**src/rtl/hamming_regfile.sv**
```systemverilog
// SEC-DED protected register file: one write port, one registered read port,
// and a background scrubber that repairs single-bit errors in valid entries.
// Stored word layout: bit 0 = overall parity, bits 1..N = Hamming positions
// (check bits at powers of two, data bits in the remaining positions).

package hamming_regfile_pkg;
  // Number of Hamming check bits needed to cover d data bits.
  function automatic int ecc_bits(input int d);
    int r;
    r = 1;
    while ((1 << r) < d + r + 1) r = r + 1;
    return r;
  endfunction
endpackage

module hamming_regfile
  import hamming_regfile_pkg::*;
#(
  parameter int p_dataSize          = 8,
  parameter int p_depth             = 8,
  parameter int p_zeroWordDetection = 0,
  parameter int p_scrubInterval     = 64,
  parameter int p_cntWidth          = 8,
  localparam int R = ecc_bits(p_dataSize),
  localparam int N = p_dataSize + R,
  localparam int W = N + 1,
  localparam int A = $clog2(p_depth)
)(
  input  logic                  clk,
  input  logic                  rst,
  input  logic                  WE,
  input  logic [A-1:0]          wrAddr,
  input  logic [p_dataSize-1:0] inputData,
  input  logic [W-1:0]          injMask,
  input  logic                  RE,
  input  logic [A-1:0]          rdAddr,
  output logic [p_dataSize-1:0] outputData,
  output logic                  rdValid,
  output logic                  correctableError,
  output logic                  uncorrectableError,
  input  logic                  scrubEn,
  output logic                  scrubBusy,
  output logic [p_cntWidth-1:0] corrCount,
  output logic [p_cntWidth-1:0] uncorrCount,
  output logic [p_depth-1:0]    uncorrFlags,
  input  logic                  clrCounters
);

  localparam int CW = (p_scrubInterval > 1) ? $clog2(p_scrubInterval) : 1;

  typedef struct packed {
    logic [W-1:0] fixed;  // corrected word (raw word when uncorrectable)
    logic         ce;
    logic         ue;
  } dec_t;

  typedef enum logic [1:0] {S_IDLE, S_WAIT, S_CHECK} state_t;

  function automatic logic [W-1:0] encode(input logic [p_dataSize-1:0] d);
    logic [W-1:0] w;
    logic [R-1:0] s;
    int k;
    w = '0; s = '0; k = 0;
    for (int p = 1; p <= N; p++)
      if ((p & (p - 1)) != 0) begin
        w[p] = d[k];
        if (d[k]) s = s ^ R'(p);
        k++;
      end
    // Check bit i equals syndrome bit i, which drives the syndrome to zero.
    for (int i = 0; i < R; i++) w[1 << i] = s[i];
    w[0] = ^w[N:1];
    return w;
  endfunction

  function automatic dec_t decode(input logic [W-1:0] w);
    dec_t r;
    logic [R-1:0] s;
    int si;
    s = '0;
    for (int p = 1; p <= N; p++)
      if (w[p]) s = s ^ R'(p);
    si = int'(s);
    r.fixed = w; r.ce = 1'b0; r.ue = 1'b0;
    if (p_zeroWordDetection != 0 && w == '0) r.ue = 1'b1;
    else if (^w) begin
      // Odd overall parity: single flip at the syndrome position (0 = parity bit).
      if (si <= N) begin
        r.fixed[si] = ~w[si];
        r.ce = 1'b1;
      end else r.ue = 1'b1;
    end else if (s != '0) r.ue = 1'b1;
    return r;
  endfunction

  function automatic logic [p_dataSize-1:0] extract(input logic [W-1:0] w);
    logic [p_dataSize-1:0] d;
    int k;
    d = '0; k = 0;
    for (int p = 1; p <= N; p++)
      if ((p & (p - 1)) != 0) begin
        d[k] = w[p];
        k++;
      end
    return d;
  endfunction

  logic [W-1:0]          r_mem [p_depth];
  logic [p_depth-1:0]    r_valid;
  logic [p_depth-1:0]    r_flags;
  logic [p_cntWidth-1:0] r_corrCnt, r_uncorrCnt;
  state_t                r_state;
  logic [CW-1:0]         r_intCnt;
  logic [A-1:0]          r_scrubPtr;

  dec_t w_rdDec, w_scDec;
  logic w_rdVal, w_scVal, w_rdWb, w_scDo, w_scWb, w_incCorr, w_incUncorr;

  assign w_rdDec     = decode(r_mem[rdAddr]);
  assign w_scDec     = decode(r_mem[r_scrubPtr]);
  assign w_rdVal     = RE && r_valid[rdAddr];
  assign w_scVal     = r_valid[r_scrubPtr];
  // External write to the same entry supersedes the read's repair.
  assign w_rdWb      = w_rdVal && w_rdDec.ce && !(WE && wrAddr == rdAddr);
  // Scrub step only executes in a cycle free of port traffic.
  assign w_scDo      = (r_state == S_CHECK) && scrubEn && !WE && !RE;
  assign w_scWb      = w_scDo && w_scVal && w_scDec.ce;
  assign w_incCorr   = (w_rdVal && w_rdDec.ce) || (w_scDo && w_scVal && w_scDec.ce);
  assign w_incUncorr = (w_rdVal && w_rdDec.ue) || (w_scDo && w_scVal && w_scDec.ue);

  // Storage array: external write plus read/scrub repairs (not reset).
  always_ff @(posedge clk) begin
    if (!rst) begin
      if (WE)     r_mem[wrAddr]     <= encode(inputData) ^ injMask;
      if (w_rdWb) r_mem[rdAddr]     <= w_rdDec.fixed;
      if (w_scWb) r_mem[r_scrubPtr] <= w_scDec.fixed;
    end
  end

  // Valid bits and sticky flags; a write clears the flag it lands on.
  always_ff @(posedge clk or posedge rst) begin
    if (rst) begin
      r_valid <= '0;
      r_flags <= '0;
    end else begin
      if (w_rdVal && w_rdDec.ue)          r_flags[rdAddr]     <= 1'b1;
      if (w_scDo && w_scVal && w_scDec.ue) r_flags[r_scrubPtr] <= 1'b1;
      if (WE) begin
        r_valid[wrAddr] <= 1'b1;
        r_flags[wrAddr] <= 1'b0;
      end
    end
  end

  // Registered read result and its qualifying pulse.
  always_ff @(posedge clk or posedge rst) begin
    if (rst) begin
      rdValid            <= 1'b0;
      outputData         <= '0;
      correctableError   <= 1'b0;
      uncorrectableError <= 1'b0;
    end else begin
      rdValid            <= RE;
      correctableError   <= w_rdVal && w_rdDec.ce;
      uncorrectableError <= w_rdVal && w_rdDec.ue;
      if (RE) outputData <= r_valid[rdAddr] ? extract(w_rdDec.fixed) : '0;
    end
  end

  // Saturating event counters; clear wins over a same-cycle increment.
  always_ff @(posedge clk or posedge rst) begin
    if (rst) begin
      r_corrCnt   <= '0;
      r_uncorrCnt <= '0;
    end else if (clrCounters) begin
      r_corrCnt   <= '0;
      r_uncorrCnt <= '0;
    end else begin
      if (w_incCorr && r_corrCnt != '1)     r_corrCnt   <= r_corrCnt + 1'b1;
      if (w_incUncorr && r_uncorrCnt != '1) r_uncorrCnt <= r_uncorrCnt + 1'b1;
    end
  end

  // Scrubber: wait the interval, check one entry when the ports are idle, advance.
  always_ff @(posedge clk or posedge rst) begin
    if (rst) begin
      r_state    <= S_IDLE;
      r_intCnt   <= '0;
      r_scrubPtr <= '0;
    end else if (!scrubEn) begin
      r_state  <= S_IDLE;
      r_intCnt <= '0;
    end else begin
      case (r_state)
        S_IDLE: begin
          r_state  <= S_WAIT;
          r_intCnt <= '0;
        end
        S_WAIT: begin
          if (r_intCnt == CW'(p_scrubInterval - 1)) begin
            r_state  <= S_CHECK;
            r_intCnt <= '0;
          end else r_intCnt <= r_intCnt + 1'b1;
        end
        S_CHECK: begin
          if (!WE && !RE) begin
            r_scrubPtr <= (r_scrubPtr == A'(p_depth - 1)) ? '0 : r_scrubPtr + 1'b1;
            r_state    <= S_WAIT;
          end
        end
        default: r_state <= S_IDLE;
      endcase
    end
  end

  assign scrubBusy   = (r_state == S_CHECK);
  assign corrCount   = r_corrCnt;
  assign uncorrCount = r_uncorrCnt;
  assign uncorrFlags = r_flags;

endmodule

```
**config.mk**
```make
export PLATFORM = sky130hd
export DESIGN_NAME = hamming_regfile
export DESIGN_NICKNAME = d
export VERILOG_FILES = /design/src/rtl/hamming_regfile.sv
export SDC_FILE = /design/constraint.sdc
export NUM_CORES = 1
export LEC_CHECK = 0
export ABC_AREA = 1
export ABC_CLOCK_PERIOD_IN_PS = 6100
export CORE_ASPECT_RATIO = 0.9
export CORE_MARGIN = 3
export CORE_UTILIZATION = 40
export CTS_CLUSTER_DIAMETER = 40
export DETAILED_ROUTE_END_ITERATION = 10
export GPL_ROUTABILITY_DRIVEN = 1
export HOLD_SLACK_MARGIN = 0.08
export PLACE_DENSITY = 0.56
export SLEW_MARGIN = 20
export SYNTH_ARGS = -nofsm -noshare
export SYNTH_HDL_FRONTEND = slang
export SYNTH_SLANG_ARGS = --single-unit
```
**constraint.sdc**
```tcl
create_clock -name clk -period 6.1 [get_ports clk]
set_input_delay 0.61 -clock clk [delete_from_list [all_inputs] [get_ports clk]]
set_output_delay 0.61 -clock clk [all_outputs]
set_load 0.02 [all_outputs]
```
# After elaboration in Yosys (flattened, before gate mapping)
# Memories as Yosys holds them, arrays and structs flattened.
# Cells that the tools add are included.
[word_totals] inputBits=33 memories=1 out_inout_bits=36 ramBits=104 elab_cells=342 register_bits=54
[op_classes] bitwise_logic=37 muxes=192 eq_ne=10 reduce_logical=42 order_cmp=33 n_addsub=16
[memory_table] name="r_mem" words=8 width=13 read_ports=2 rd_clocked_by_memory_dff=0 wr=2 line="108" text="logic [W-1:0] r_mem [p_depth];"
[op_table] operator="2-to-1 mux 32 bit" n=21
[op_table] operator="< comparator 32 x 5 -> 1 bit (second input constant)" n=14
[op_table] operator="adder 32 x 2 -> 32 bit (second input constant)" n=12
[op_table] operator=">= comparator 32 x 1 -> 1 bit (second input constant)" n=7
[op_table] operator="2-to-1 mux 4 bit" n=30
[op_table] operator="2-to-1 mux 8 bit" n=14
[op_table] operator="2-to-1 mux 1 bit" n=65
[op_table] operator="bitwise mux 8 bit" n=7
[op_table] operator="2-to-1 mux 14 bit" n=4
[op_table] operator="2-to-1 mux 3 bit" n=13
[op_table] operator="inverter 2 bit" n=17
[op_table] operator="demux 1 bit (select 3 bit)" n=10
[op_table] operator="binary-select mux 1 bit (select 3 bit)" n=9
[op_table] operator="bitwise mux 13 bit" n=2
[op_table] operator="logical AND 1 bit" n=26
[op_table] operator="XOR reduction 13 bit" n=2
[op_table] operator="OR 8 bit" n=3
[op_table] operator="inverter 3 bit" n=6
[op_table] operator="adder 8 x 1 -> 8 bit (second input constant)" n=2
[op_table] operator="2-to-1 mux 2 bit" n=8
[op_table] operator="inequality test 8 bit (second input constant)" n=2
[op_table] operator="2-to-1 mux 13 bit" n=1
[op_table] operator="OR reduction 13 bit" n=1
[op_table] operator="bitwise XOR 13 bit" n=1
[op_table] operator="other kinds (32)" n=53

# Depth between registers and ports, before layout
# Gate-level depths: netlist (run 1).
# An unclocked memory read counts as a cell.
[logic_depth] word_depth=43 mapped_depth=28 ltp_nobuf=26

# Least setup slack after synthesis (run 1)
# No wires, ideal clock.
[synth_path] path_type="in2reg" from="input port rdAddr[0]" to="memory r_mem[0][0] (netlist bit), enable pin" required_time_ns=5.744 setup_ns=0.356 arrival_time_ns=3.160 n_path_buf=4 cell_stages=18 slack_ns=2.585 path_cell_list="buf_4 -> buf_6 -> buf_4 -> o21ai_0 -> nand2_1 -> nand2_1 -> nand2_1 -> nand2_1 -> xnor2_1 -> nand3_1 -> nand2_2 -> nand3_2 -> nand2_1 -> nand4_4 -> nor2_4 -> inv_2 -> buf_6 -> nand2_1"
[synth_rtl] item="start: declaration" line="36" text="input logic [A-1:0] rdAddr,"
[synth_rtl] item="end: declaration" line="108"

==> flow_metrics.py, run 1 <==
metrics = {
    "run_status": {
        "status": "completed",
    },
    "synth": {
        "synth.avg_cell_area_um2": 6.50,
        "synth_top_family_by_area": "simple AND/OR/NAND/NOR gates",
        "synth_xor_area_share_pct": 3.42,
        "synthMuxAreaShare_pct": 0,
        "synth-main-ff-cell": "edfxtp_1",
        "synth_area_um2": 12000,
        "synth_fa_ha_area_share_pct": 0.520,
        "seq_area_frac_synth_pct": 37.2,
        "syn-num-nets": 1887,
        "yosysWarnings": 0,
        "async_reset_ff_share_pct": 34.2,
        "synth_simple_gate_area_share_pct": 43.4,
        "synthCells": 1849,
        "ys_types": 41,
        "synth_edf_count": 104,
        "ys_seq_elements": 158,
        "synth_compound_area_share_pct": 5.72,
    },
    "timing": {
        "period_minus_slack_ps": 4980,
        "finalHoldViolations": 0,
        "relSlewSlack_pct": 33.6,
        "tightest_slew_ps": 989,
        "finalCritPeriodShare_pct": 81.6,
        "rsz0062_at_grt": "false",
        "slew_violations": 0,
        "finClkSkew_ps": 13.3,
        "fmax_ghz": 0.201,
        "finalSetupTns_ps": 0,
        "worst_hold_slack_ps": 475,
        "setup_viol": 0,
    },
    "final_layout": {
        "syn2layout_area_growth_pct": 11.8,
        "multi_input_area_um2": 6380,
        "seq_area_um2": 4480,
        "nets": 1925,
        "fillerInstances": 3065,
        "drive_gt1_share_pct": 6.21,
        "diodes": 0,
    },
    "floorplanning": {
        "io_pins": 69,
        "start_util_pct": 41.1,
        "coreArea_um2": 29200,
        "dieHeight_um": 171,
        "num_rows": 59,
        "die_w_um": 189,
        "die_area_um2": 32200,
    },
    "route": {
        "ant_nets": 0,
        "wl_met1_um": 19900,
        "first_pass_iters": 5,
        "wl_per_cell_um": 18.9,
        "dr_total_vias": 12100,
        "routed_wl_um": 43300,
        "dr_wl_met2_um": 18900,
        "routed-wl-met3_um": 3630,
        "drt_first_iter_violations": 1258,
        "route.detailed.drc": 0,
        "highest_layer": "met4",
        "routed_via_density": 5.29,
    },
    "clocking": {
        "cts_resized": 0,
        "cts_tree": "yes",
        "cts-buffers-inserted": 17,
        "root_buffer": "clkbuf_16",
        "h-tree-depth": 4,
        "clock_latency_ps": 440,
        "cts_hold_buf": 0,
        "clkSlewWorstSetupHoldPaths_ps": 70,
        "cts_sinks": 158,
        "clk_path_buf_depth": 2,
        "cts_setup_buffers": 0,
    },
    "global_routing": {
        "grt-ovfl-total": 0,
        "antenna_found_initial": 0,
        "grt.total_usage_pct": 26.9,
        "grt_start_max_net_pins": 56,
        "grt_pass1_wl_um": 66200,
        "grt_pass1_vias": 11000,
    },
    "critical_path": {
        "critPathCaptureType": "flop",
        "worstPathRequired_ps": 6180,
        "start_kind": "flop",
        "crit_fanout": 46,
        "cp.arrival_ps": 5050,
        "crit_type": "reg -> reg",
    },
    "placement": {
        "routabilityCongestion": 0.988,
        "dp_hpwl_um": 32500,
        "io_buffers": 68,
    },
    "power": {
        "peakVddDrop_mv": 0.254,
        "p_total_w": 0.00588,
        "leakage_nw": 6.70,
        "powerDensity_nw_per_um2": 437,
    },
    "worst_hold_path": {
        "hold_class": "reg -> reg",
    },
    "job": {
        "max-cap-violations": 0,
    },
}
flip-flops by register name, indices dropped and copies added, names as in the netlist, 2 cells and up:
| signal | cells |
|---|---|
| r_mem | 104 |
| outputData | 8 |
| r_valid | 8 |
| corrCount | 8 |
| r_state | 2 |
| r_scrubPtr | 3 |
| r_intCnt | 6 |
| uncorrCount | 8 |
| uncorrFlags | 8 |
critical path, cell delays in order (launching register included):
cell and delay (ps):
dfrtp_2 760, inv_4 360, o21ai_0 620, nand2_1 100
a21oi_1 240, nand2_1 80, nand2_1 190, nand3_1 100
nand2_1 190, inv_2 110, nor2_4 140, inv_2 80
nand2_2 110, nand3_1 100, nor2_1 280, a21oi_1 120
nor2_2 260, nand2_1 170, nand2_1 530
cell usage after synthesis (all sizes together), types with 3 or more instances:
cell | number | share of area (%)
a21oi | 14 | 0.61
a22oi | 3 | 0.19
a31oi | 5 | 0.26
buf | 53 | 3.2
clkbuf | 5 | 0.16
clkinv | 3 | 0.094
dfrtp | 54 | 11
edfxtp | 104 | 26
ha | 5 | 0.52
inv | 203 | 6.4
nand2 | 921 | 29
nand3 | 148 | 6.5
nand3b | 3 | 0.19
nand4 | 28 | 1.7
nor2 | 133 | 5.0
nor3 | 10 | 0.42
nor4 | 4 | 0.21
o211ai | 8 | 0.50
o21ai | 80 | 3.3
o22ai | 8 | 0.42
or2 | 4 | 0.21
xnor2 | 17 | 1.2
xor2 | 30 | 2.2
metrics by stage:
stage | std cells | worst slack, ps | utilization, % | area (um^2)
floorplan | 1849 | 2580 | - | 12000
global placement | 2264 | 849 | 44.0 | 12900
detailed placement | 2264 | 827 | 44.0 | 12900
CTS | 2296 | 1170 | 46.0 | 13400
global route | 2296 | 755 | 46.0 | 13400
finish | 2296 | 1120 | 46.0 | 13400
routing by layer:
layer	global-route usage (%)	up-vias
met5	0	-
met4	6.80	0
met3	3.93	63
met2	41.5	518
met1	39.7	5671
li1	-	5893
final cells by class:
cell class                      count  area share [%]
Clock inverter                      8           0.577
Inverter                          206            5.77
Timing Repair Buffer               77            5.53
Clock buffer                       24            3.72
Sequential cell                   158            33.3
Multi-Input combinational cell   1427            47.4
Tap cell                          396            3.69
final timing paths:
| check | start | endpoint | slack, ps | depth (start not counted) |
|---|---|---|---|---|
| min reg2reg | r_valid[6]$_DFFE_PP0P_ | r_valid[6]$_DFFE_PP0P_ | 480 | 2 |
| max in group asynchronous | rst | r_scrubPtr[0]$_DFFE_PP0P_ | 4660 | 3 |
| min in group asynchronous | rst | uncorrCount[4]$_DFFE_PP0P_ | 940 | 3 |
| max | r_scrubPtr[0]$_DFFE_PP0P_ | r_mem[7][3]$_DFFE_PP_ | 1120 | 18 |
| max reg2reg | r_scrubPtr[0]$_DFFE_PP0P_ | r_mem[7][3]$_DFFE_PP_ | 1120 | 18 |
| min | r_valid[6]$_DFFE_PP0P_ | r_valid[6]$_DFFE_PP0P_ | 480 | 2 |
kinds of logic after synthesis:
logic type | Yosys count
AOI/OAI and AO/OA | 124
buffers and inverters | 264
adders and majority gates | 5
DFF | 158
xor gates and xnor gates | 47
and+or+nand+nor | 1251
report_power, final:
group,total (W),internal (W),leakage [nW],switching (W)
combinational,0.00342,0.000892,4.79,0.00253
sequential,0.00135,0.00126,1.62,0.0000894
clock,0.00110,0.000620,0.292,0.000480
total,0.00588,0.00277,6.70,0.00310
layout by cell type (no fill, tap or decap), types with 3 or more instances in the layout:
cell and count:
inv_1 176, edfxtp_1 104, nor2_4 12, dfrtp_1 53
inv_4 5, nor4_1 4, nor2_1 117, o22ai_1 8
clkinv_1 3, a22oi_1 3, nand2_1 903, nand3_2 9
nand4_1 26, clkbuf_16 18, xnor2_1 17, nand3b_1 3
a21oi_1 13, inv_2 26, nor2_2 4, nor3_1 10
buf_4 9, nand3_1 139, nand2_2 18, o211ai_1 8
clkdlybuf4s50_1 67, o21ai_1 11, a31oi_1 5, o21ai_0 69
or2_2 4, xor2_1 30, ha_1 5
(Power assumes the default switching activity.)
==> run 2, diff against run 1 <==
ABC_CLOCK_PERIOD_IN_PS = 4000   (was 6100)
PLACE_DENSITY = 0.58   (was 0.56)
clock period = 4 ns   (was 6.1 ns; I/O delays follow)
==> run 2 against run 1 <==
- utilization grew 4.8 points
- die area is the same
- clock-buffer cell count shrank 4
- design area grew 10%
- wire length shrank 6.5%
- critical path type unchanged
==> flow_metrics.py, run 2 (synthesis results as in run 1) <==
metrics = {
    "run_status": {
        "status": "completed",
    },
    "placement": {
        "io_buffers": 68,
        "dpl_worst_slack_ps": -36.0,
        "dp_hpwl_um": 31800,
        "place_inst": 2397,
        "routabilityCongestion": 0.916,
    },
    "timing": {
        "finalCritPeriodShare_pct": 94.3,
        "finalHoldViolations": 0,
        "rsz0062_at_grt": "false",
        "relSlewSlack_pct": 39.1,
        "slew_violations": 0,
        "setup_ws_ps": 230,
        "period_minus_slack_ps": 3770,
        "setup_viol": 0,
        "tightest_slew_ps": 912,
        "fmax_ghz": 0.265,
        "finClkSkew_ps": 15.2,
    },
    "route": {
        "wl_per_cell_um": 16.6,
        "ant_nets": 0,
        "drt_first_iter_violations": 1245,
        "routed_via_density": 5.06,
        "route.detailed.drc": 0,
        "dr_total_vias": 12300,
        "first_pass_iters": 5,
        "routed_wl_um": 40500,
    },
    "global_routing": {
        "grt-ovfl-total": 0,
        "grt_pass1_wl_um": 63400,
        "grt_pass1_vias": 11400,
        "antenna_found_initial": 0,
        "grt_start_max_net_pins": 49,
        "grt.total_usage_pct": 25.2,
    },
    "clocking": {
        "h-tree-depth": 4,
        "root_buffer": "clkbuf_16",
        "clkSlewWorstSetupHoldPaths_ps": 70,
        "cts-buffers-inserted": 17,
        "clk_path_buf_depth": 2,
        "cts_sinks": 158,
        "clock_latency_ps": 440,
        "cts_tree": "yes",
    },
    "worst_hold_path": {
        "hold_class": "in -> async",
    },
    "critical_path": {
        "worstPathRequired_ps": 4140,
        "r2r_slack_ps": 230,
        "critPathCaptureType": "flop",
        "crit_fanout": 13,
        "crit_type": "reg -> reg",
        "start_kind": "flop",
        "worstRegToRegCells": 25,
        "cp.arrival_ps": 3910,
        "r2r-start": "r_scrubPtr[2]$_DFFE_PP0P_",
        "r2r-end": "r_mem[6][11]$_DFFE_PP_",
    },
    "final_layout": {
        "diodes": 0,
        "fin_cells": 2434,
        "nets": 2063,
        "final_util_pct": 50.8,
        "final_common_cell": "nand2_1",
        "layout_common_cells": "899 x nand2_1, 176 x inv_1, 138 x nand3_1",
        "top_register": "r_mem",
        "syn2layout_area_growth_pct": 23.5,
        "drive_gt1_share_pct": 13.3,
        "largest_register_ffs": 104,
    },
    "floorplanning": {
        "num_rows": 59,
        "coreArea_um2": 29200,
        "io_pins": 69,
        "die_w_um": 189,
        "die_area_um2": 32200,
        "dieHeight_um": 171,
        "start_util_pct": 41.1,
    },
    "power": {
        "leakage_nw": 7.47,
        "powerDensity_nw_per_um2": 700,
        "peakVddDrop_mv": 0.709,
        "p_total_w": 0.0104,
    },
    "job": {
        "max-cap-violations": 0,
    },
}
run 2: cell count changes in the layout (fill, tap and decap cells not counted), sizes merged:
cell	change
inv	+1
clkbuf	-4
clkinv	+3
clkinvlp	+1
buf	+137
run 2: timing repair:
action / 4_1_cts / 5_1_grt
buffers inserted: 0 / 4
resized for setup: 0 / 20
hold buffers: 0 / 0
setup endpoints to repair: 0 / 208
run 2: area by class of cell:
class	instances	area (um^2)
fill	2896	14400
multi-input combinational	1427	6420
sequential	158	4480
timing repair buffer	214	2070
inverter	206	788
tap	396	495
clock buffer	20	467
clock inverter	12	125
timing repair inverter	1	8.76
run 2: metal layers:
metal | routed length (um) | vias up | part of all wire, % | GRT usage (%)
met1 | 18700 | 5611 | 46 | 36.7
met5 | 0 | - | 0 | 0
li1 | - | 6184 | - | -
met4 | 656 | 0 | 1.6 | 6.38
met3 | 3310 | 44 | 8.2 | 3.71
met2 | 17800 | 473 | 44 | 39.7
run 2: report_power, final:
group	switching (W)	internal, W	total (W)
logic	0.00411	0.00259	0.00671
clock network	0.000735	0.000924	0.00166
registers	0.000112	0.00193	0.00204
run 2: critical path, stage by stage, from the launching register on:
cell and delay, ps:
dfrtp_2 470, buf_4 160, nand2_1 100, inv_4 200, nand3_1 180, nand2_1 190
inv_2 40, nand2_1 180, nand2_1 80, nand3_1 100, nand2_1 70, nand2_1 70
buf_4 110, nand3_2 70, nand2_2 120, nor2_4 50, inv_2 50, nand2_2 50
buf_4 140, nand4_4 130, buf_4 150, o21ai_1 60, nor2_2 260, nand2_1 140
nand2_1 130, buf_12 160
run 2: how the worst max path moves through the flow:
stage	startpoint	to	depth (start not counted)
3_5_place_dp	rdAddr[2]	r_mem[1][5]$_DFFE_PP_	20
2_1_floorplan	r_scrubPtr[0]$_DFFE_PP0P_	r_mem[0][0]$_DFFE_PP_	21
4_1_cts	r_scrubPtr[1]$_DFFE_PP0P_	r_mem[7][5]$_DFFE_PP_	24
5_1_grt	rdAddr[2]	r_mem[4][5]$_DFFE_PP_	20
6_report	r_scrubPtr[2]$_DFFE_PP0P_	r_mem[6][11]$_DFFE_PP_	25
3_3_place_gp	rdAddr[2]	r_mem[1][3]$_DFFE_PP_	21
run 2: per-stage QoR:
step                hold slack, ps  setup TNS [ps]  instance area (um^2)
finish                         468               0                 14900
global route                   457               0                 14900
CTS                            438               0                 14700
detailed placement             464            -465                 14200
global placement               453           -2500                 14200
floorplan                      431               0                 12000
==> variant 1: new RTL, config.mk and constraints of run 2 <==
`p_zeroWordDetection`: 0 -> 1.
--- a/src/rtl/hamming_regfile.sv
+++ b/src/rtl/hamming_regfile.sv
@@ -18,7 +18,7 @@
 #(
   parameter int p_dataSize          = 8,
   parameter int p_depth             = 8,
-  parameter int p_zeroWordDetection = 0,
+  parameter int p_zeroWordDetection = 1,
   parameter int p_scrubInterval     = 64,
   parameter int p_cntWidth          = 8,
   localparam int R = ecc_bits(p_dataSize),
Formal check against the unedited RTL: not equivalent (a bounded check fails within 4 cycles, from zero or initial values and one cycle with rst high).
==> variant 1 against run 2 <==
The run now ends with negative setup slack left. Synthesized cell count is 7.6% lower. Via count grew 5.7%. Sequential cell count unchanged. Worst setup slack got worse by 0.32 ns. Power rose by 51%. Cell area is 16% higher. Area after synthesis increased by 0.88%. Clock power shrank 5%. Wire length rose by 21%. Clock skew about the same. Largest power group unchanged.
==> variant 1: results (changes against run 2) <==
• finished with violations — status, was complete, no violations
• negative setup slack — violations in the final reports
• 0.481 ns — Hold Worst Slack, was 0.468 ns
• r_scrubPtr[0] — Reg-to-Reg Start, was r_scrubPtr[2]
• 72.9 mm — global-route wire length before repair, was 63.4 mm
• 672 x sky130_fd_sc_hd__nand2_1, 173 x sky130_fd_sc_hd__inv_1, 122 x sky130_fd_sc_hd__nand3_1, 109 x sky130_fd_sc_hd__nor2_1, 104 x sky130_fd_sc_hd__edfxtp_1 — commonest cells in the netlist, was 903 x sky130_fd_sc_hd__nand2_1, 177 x sky130_fd_sc_hd__inv_1, 139 x sky130_fd_sc_hd__nand3_1, 117 x sky130_fd_sc_hd__nor2_1, 104 x sky130_fd_sc_hd__edfxtp_1
• 2 — number of cells on the worst hold path
• -0.0876 ns — Worst Setup Slack, final, was 0.230 ns
• buffers and inverters — cell family with most CP delay, was simple AND/OR/NAND/NOR gates
• 51 — number of distinct standard cells referenced by the synthesized netlist, was 41
• 18 — postcts setup bufs, was 0
• 30.1% — fraction of final layout cells sized beyond drive strength 1, was 13.3%
• sky130_fd_sc_hd__edfxtp_1 26%, sky130_fd_sc_hd__nand2_1 21%, sky130_fd_sc_hd__dfrtp_1 11% — ranking of synthesized cells by area, was sky130_fd_sc_hd__nand2_1 28%, sky130_fd_sc_hd__edfxtp_1 26%, sky130_fd_sc_hd__dfrtp_1 11%
• 36.9% — sequential element share of the synthesized area, was 37.2%
• 6 — maximum fanout along the worst path, was 13
• 37.6 mm — HPWL reported at the end of detailed placement, was 31.8 mm
• 148 — final setup violation count, was 0
• 0.0120 W — combinational power, was 0.00671 W
• 1 — initial antenna violation count, was 0
• 1,551 — Detailed Route Iter0 Violations, was 1,245
• 22 — reg2reg path depth, was 25
• r_scrubPtr[0] — Worst setup startpoint, was r_scrubPtr[2]
• 4.25 ns — data arrival at the endpoint of the critical path, was 3.91 ns
• -5.99 ns — aggregate negative setup slack, was 0 ns
• reg2reg — type of the worst min-delay path, was in2async
• 4.89% — xor and xnor area share after synthesis, was 3.42%
• 15,200 um2 — placed inst area, was 14,200 um2
• 0.992 — final RePlAce weighted congestion, was 0.916
• 55 — pin count of the biggest net entering global routing, was 49
• 29.9% — Global Route Usage Sum, was 25.2%
• -0.640 ns — worst slack after detailed placement, was -0.0360 ns
• 2,731 — Fill cells, was 2,896
• 46 — Gates resized, CTS repair, was 0
• 8.56% — compound-gate portion of the synthesized area, was 5.72%
• 0.00782 W — Net Switching, was 0.00496 W
• 1,758 — number of nets produced by synthesis, was 1,887
• 0.728 ns — worst-margin pin slew, was 0.912 ns
• 10.1% — clock network fraction of design power, was 15.9%
• 1.75% — synthesized-area fraction occupied by adder cells, was 0.520%
• 5.33 — post-detailed-route via-to-cell ratio, was 5.06
• 1390 uV — VDD IR max, was 709 uV
-- variant 1: layout make-up --
cell class	instances	area [um2]	share of cell area, %
Clock inverter	14	125	0.728
Antenna cell	1	2.50	0.0146
Multi-Input combinational cell	1302	7400	43.1
Tap cell	396	495	2.88
Timing Repair Buffer	354	3460	20.1
Sequential cell	158	4480	26.0
Clock buffer	18	429	2.50
Inverter	199	798	4.64
-- variant 1: per-stage QoR --
step,power (W),std cells
CTS,0.0148,2419
floorplan,0.00803,1708
global placement,0.0124,2367
detailed placement,0.0125,2367
global route,0.0167,2442
finish,0.0157,2442
-- variant 1: routing by layer --
layer | part of all wire, % | up-vias | track usage, %
met1 | 43 | 6130 | 42.2
met3 | 11 | 112 | 8.31
met5 | 0 | - | 0
met2 | 43 | 629 | 45.0
met4 | 3.2 | 0 | 8.97
li1 | - | 6138 | -
==> variant 2: new RTL, config.mk and constraints of run 2 <==
Without the edit above. Reset style: synchronous (`rst`), changed in 4 clocked blocks.
--- a/src/rtl/hamming_regfile.sv
+++ b/src/rtl/hamming_regfile.sv
@@ -138,7 +138,7 @@
   end
 
   // Valid bits and sticky flags; a write clears the flag it lands on.
-  always_ff @(posedge clk or posedge rst) begin
+  always_ff @(posedge clk) begin
     if (rst) begin
       r_valid <= '0;
       r_flags <= '0;
@@ -153,7 +153,7 @@
   end
 
   // Registered read result and its qualifying pulse.
-  always_ff @(posedge clk or posedge rst) begin
+  always_ff @(posedge clk) begin
     if (rst) begin
       rdValid            <= 1'b0;
       outputData         <= '0;
@@ -168,7 +168,7 @@
   end
 
   // Saturating event counters; clear wins over a same-cycle increment.
-  always_ff @(posedge clk or posedge rst) begin
+  always_ff @(posedge clk) begin
     if (rst) begin
       r_corrCnt   <= '0;
       r_uncorrCnt <= '0;
@@ -182,7 +182,7 @@
   end
 
   // Scrubber: wait the interval, check one entry when the ports are idle, advance.
-  always_ff @(posedge clk or posedge rst) begin
+  always_ff @(posedge clk) begin
     if (rst) begin
       r_state    <= S_IDLE;
       r_intCnt   <= '0;
Check against the original RTL: not equivalent (a bounded check fails within 4 cycles, from zero or initial values and one cycle with rst high; the reset may be asserted at any time).
==> variant 2 against run 2 <==
Hold slack improved by 0.0026 ns. Critical path depth down 3. Worst setup slack better by 0.056 ns. Synthesized cell count is 2.7% lower. Area after synthesis decreased by 2.0%. Cell area fell by 6.5%. Sequential cell count rose by 3. Wire length fell by 3.3%. Critical endpoint is now r_mem[5][12].
Power is not compared: it rests on default switching activity, and its combinational part moved more than twofold at a synthesized area within 25%.
==> variant 2: results (changes against run 2) <==
• 0.600 ns — worst-margin pin slew, was 0.912 ns
• 9.84% — compound-gate portion of the synthesized area, was 5.72%
• 2,313 — non-filler cells in the finished layout, was 2,434
• 269 MHz — highest clock frequency the design can meet, was 265 MHz
• reg2reg — type of the worst min-delay path, was in2async
• 1,948 — net count reported at finish, was 2,063
• 0.0192 ns — setup clock skew after layout, was 0.0152 ns
• 1,837 — number of nets produced by synthesis, was 1,887
• 0.975 — final RePlAce weighted congestion, was 0.916
• 22 — maximum fanout along the worst path, was 13
• 48 — number of distinct standard cells referenced by the synthesized netlist, was 41
• sky130_fd_sc_hd__nand2_1 27%, sky130_fd_sc_hd__edfxtp_1 26%, sky130_fd_sc_hd__dfxtp_1 9.7% — ranking of synthesized cells by area, was sky130_fd_sc_hd__nand2_1 28%, sky130_fd_sc_hd__edfxtp_1 26%, sky130_fd_sc_hd__dfrtp_1 11%
• 36.2% — sequential element share of the synthesized area, was 37.2%
• sky130_fd_sc_hd__dfxtp_4 — slowest stage cell, crit path, was sky130_fd_sc_hd__dfrtp_2
• 0.39 ns — Worst path max stage delay, was 0.47 ns
• 22 — reg2reg path depth, was 25
• 8 — number of optimization iterations in the first detailed-route pass, was 5
• 0.00878 ns — worst slack after detailed placement, was -0.0360 ns
• 5.17 — post-detailed-route via-to-cell ratio, was 5.06
• 0 — yosys warns, unchanged
• 0.29 ns — r2r setup slk, was 0.23 ns
• 844 x sky130_fd_sc_hd__nand2_1, 151 x sky130_fd_sc_hd__inv_1, 116 x sky130_fd_sc_hd__nor2_1, 104 x sky130_fd_sc_hd__edfxtp_1, 97 x sky130_fd_sc_hd__nand3_1 — commonest cells in the netlist, was 903 x sky130_fd_sc_hd__nand2_1, 177 x sky130_fd_sc_hd__inv_1, 139 x sky130_fd_sc_hd__nand3_1, 117 x sky130_fd_sc_hd__nor2_1, 104 x sky130_fd_sc_hd__edfxtp_1
• 61.7 mm — global-route wire length before repair, was 63.4 mm
• 24.8% — Global Route Usage Sum, was 25.2%
• 0.00474 W — post-layout total power
• 0.06 ns — CTS clk-pin slew, worst paths
• r_mem[5][12] — timing endpoint of the critical path, was r_mem[6][11]
• 53 — pin count of the biggest net entering global routing, was 49
• 0.44 ns — Skew-Pair Late Insertion Delay, about the same
• 16.9 um — routed wire length per instance, was 16.6 um
• 10.7% — fraction of final layout cells sized beyond drive strength 1, was 13.3%
• 1,142 — Detailed Route Iter0 Violations, was 1,245
• complete, no violations — status, unchanged
• 10,900 — number of global-route vias before repair, was 11,400
variant 2: cell types whose count changed after synthesis, moves of 8 or more:
cell and change:
sky130_fd_sc_hd__o21ai_0 +8, sky130_fd_sc_hd__o211ai_1 +21, sky130_fd_sc_hd__inv_1 -26, sky130_fd_sc_hd__dfrtp_1 -54, sky130_fd_sc_hd__buf_4 -8, sky130_fd_sc_hd__nand4_1 -18, sky130_fd_sc_hd__nand2_2 +16, sky130_fd_sc_hd__o21ai_1 +10
sky130_fd_sc_hd__nand2_1 -59, sky130_fd_sc_hd__dfxtp_1 +57, sky130_fd_sc_hd__a21oi_1 +34, sky130_fd_sc_hd__nand3_1 -42, sky130_fd_sc_hd__nor2_4 -11
variant 2: critical path: cells and delay by family, from the launching register on:
| family | cells | cell delay (ns) |
|---|---|---|
| compound gates | 2 | 0.33 |
| simple gates | 17 | 2.13 |
| buf+inv | 3 | 0.60 |
| flops | 1 | 0.39 |
variant 2: what timing repair did:
item	CTS	global route
hold endpoints to repair	0	0
buffers inserted	0	0
setup endpoints to repair	0	118
resized for setup	0	7
variant 2: worst min path at each step:
stage                          endpoint  slack, ns  depth (start not counted)
final                     outputData[3]       0.47                          2
after global routing      outputData[2]       0.49                          2
after CTS                 outputData[7]       0.47                          2
after detailed placement  outputData[7]       0.46                          2
after global placement       r_valid[6]       0.45                          2
after floorplan              r_valid[3]       0.44                          2
variant 2: final cells by class:
type | count | area, um2
Clock inverter | 15 | 135
Inverter | 177 | 669
Sequential cell | 161 | 4270
Multi-Input combinational cell | 1401 | 6440
Clock buffer | 17 | 425
Fill cell | 2957 | 14600
Tap cell | 390 | 488
Timing Repair Buffer | 152 | 1460
variant 2: routing by layer:
layer,global-route usage (%),wire [um]
met5,0,0
met4,6.05,634
met3,4.58,3460
met2,37.5,16500
met1,36.7,18600
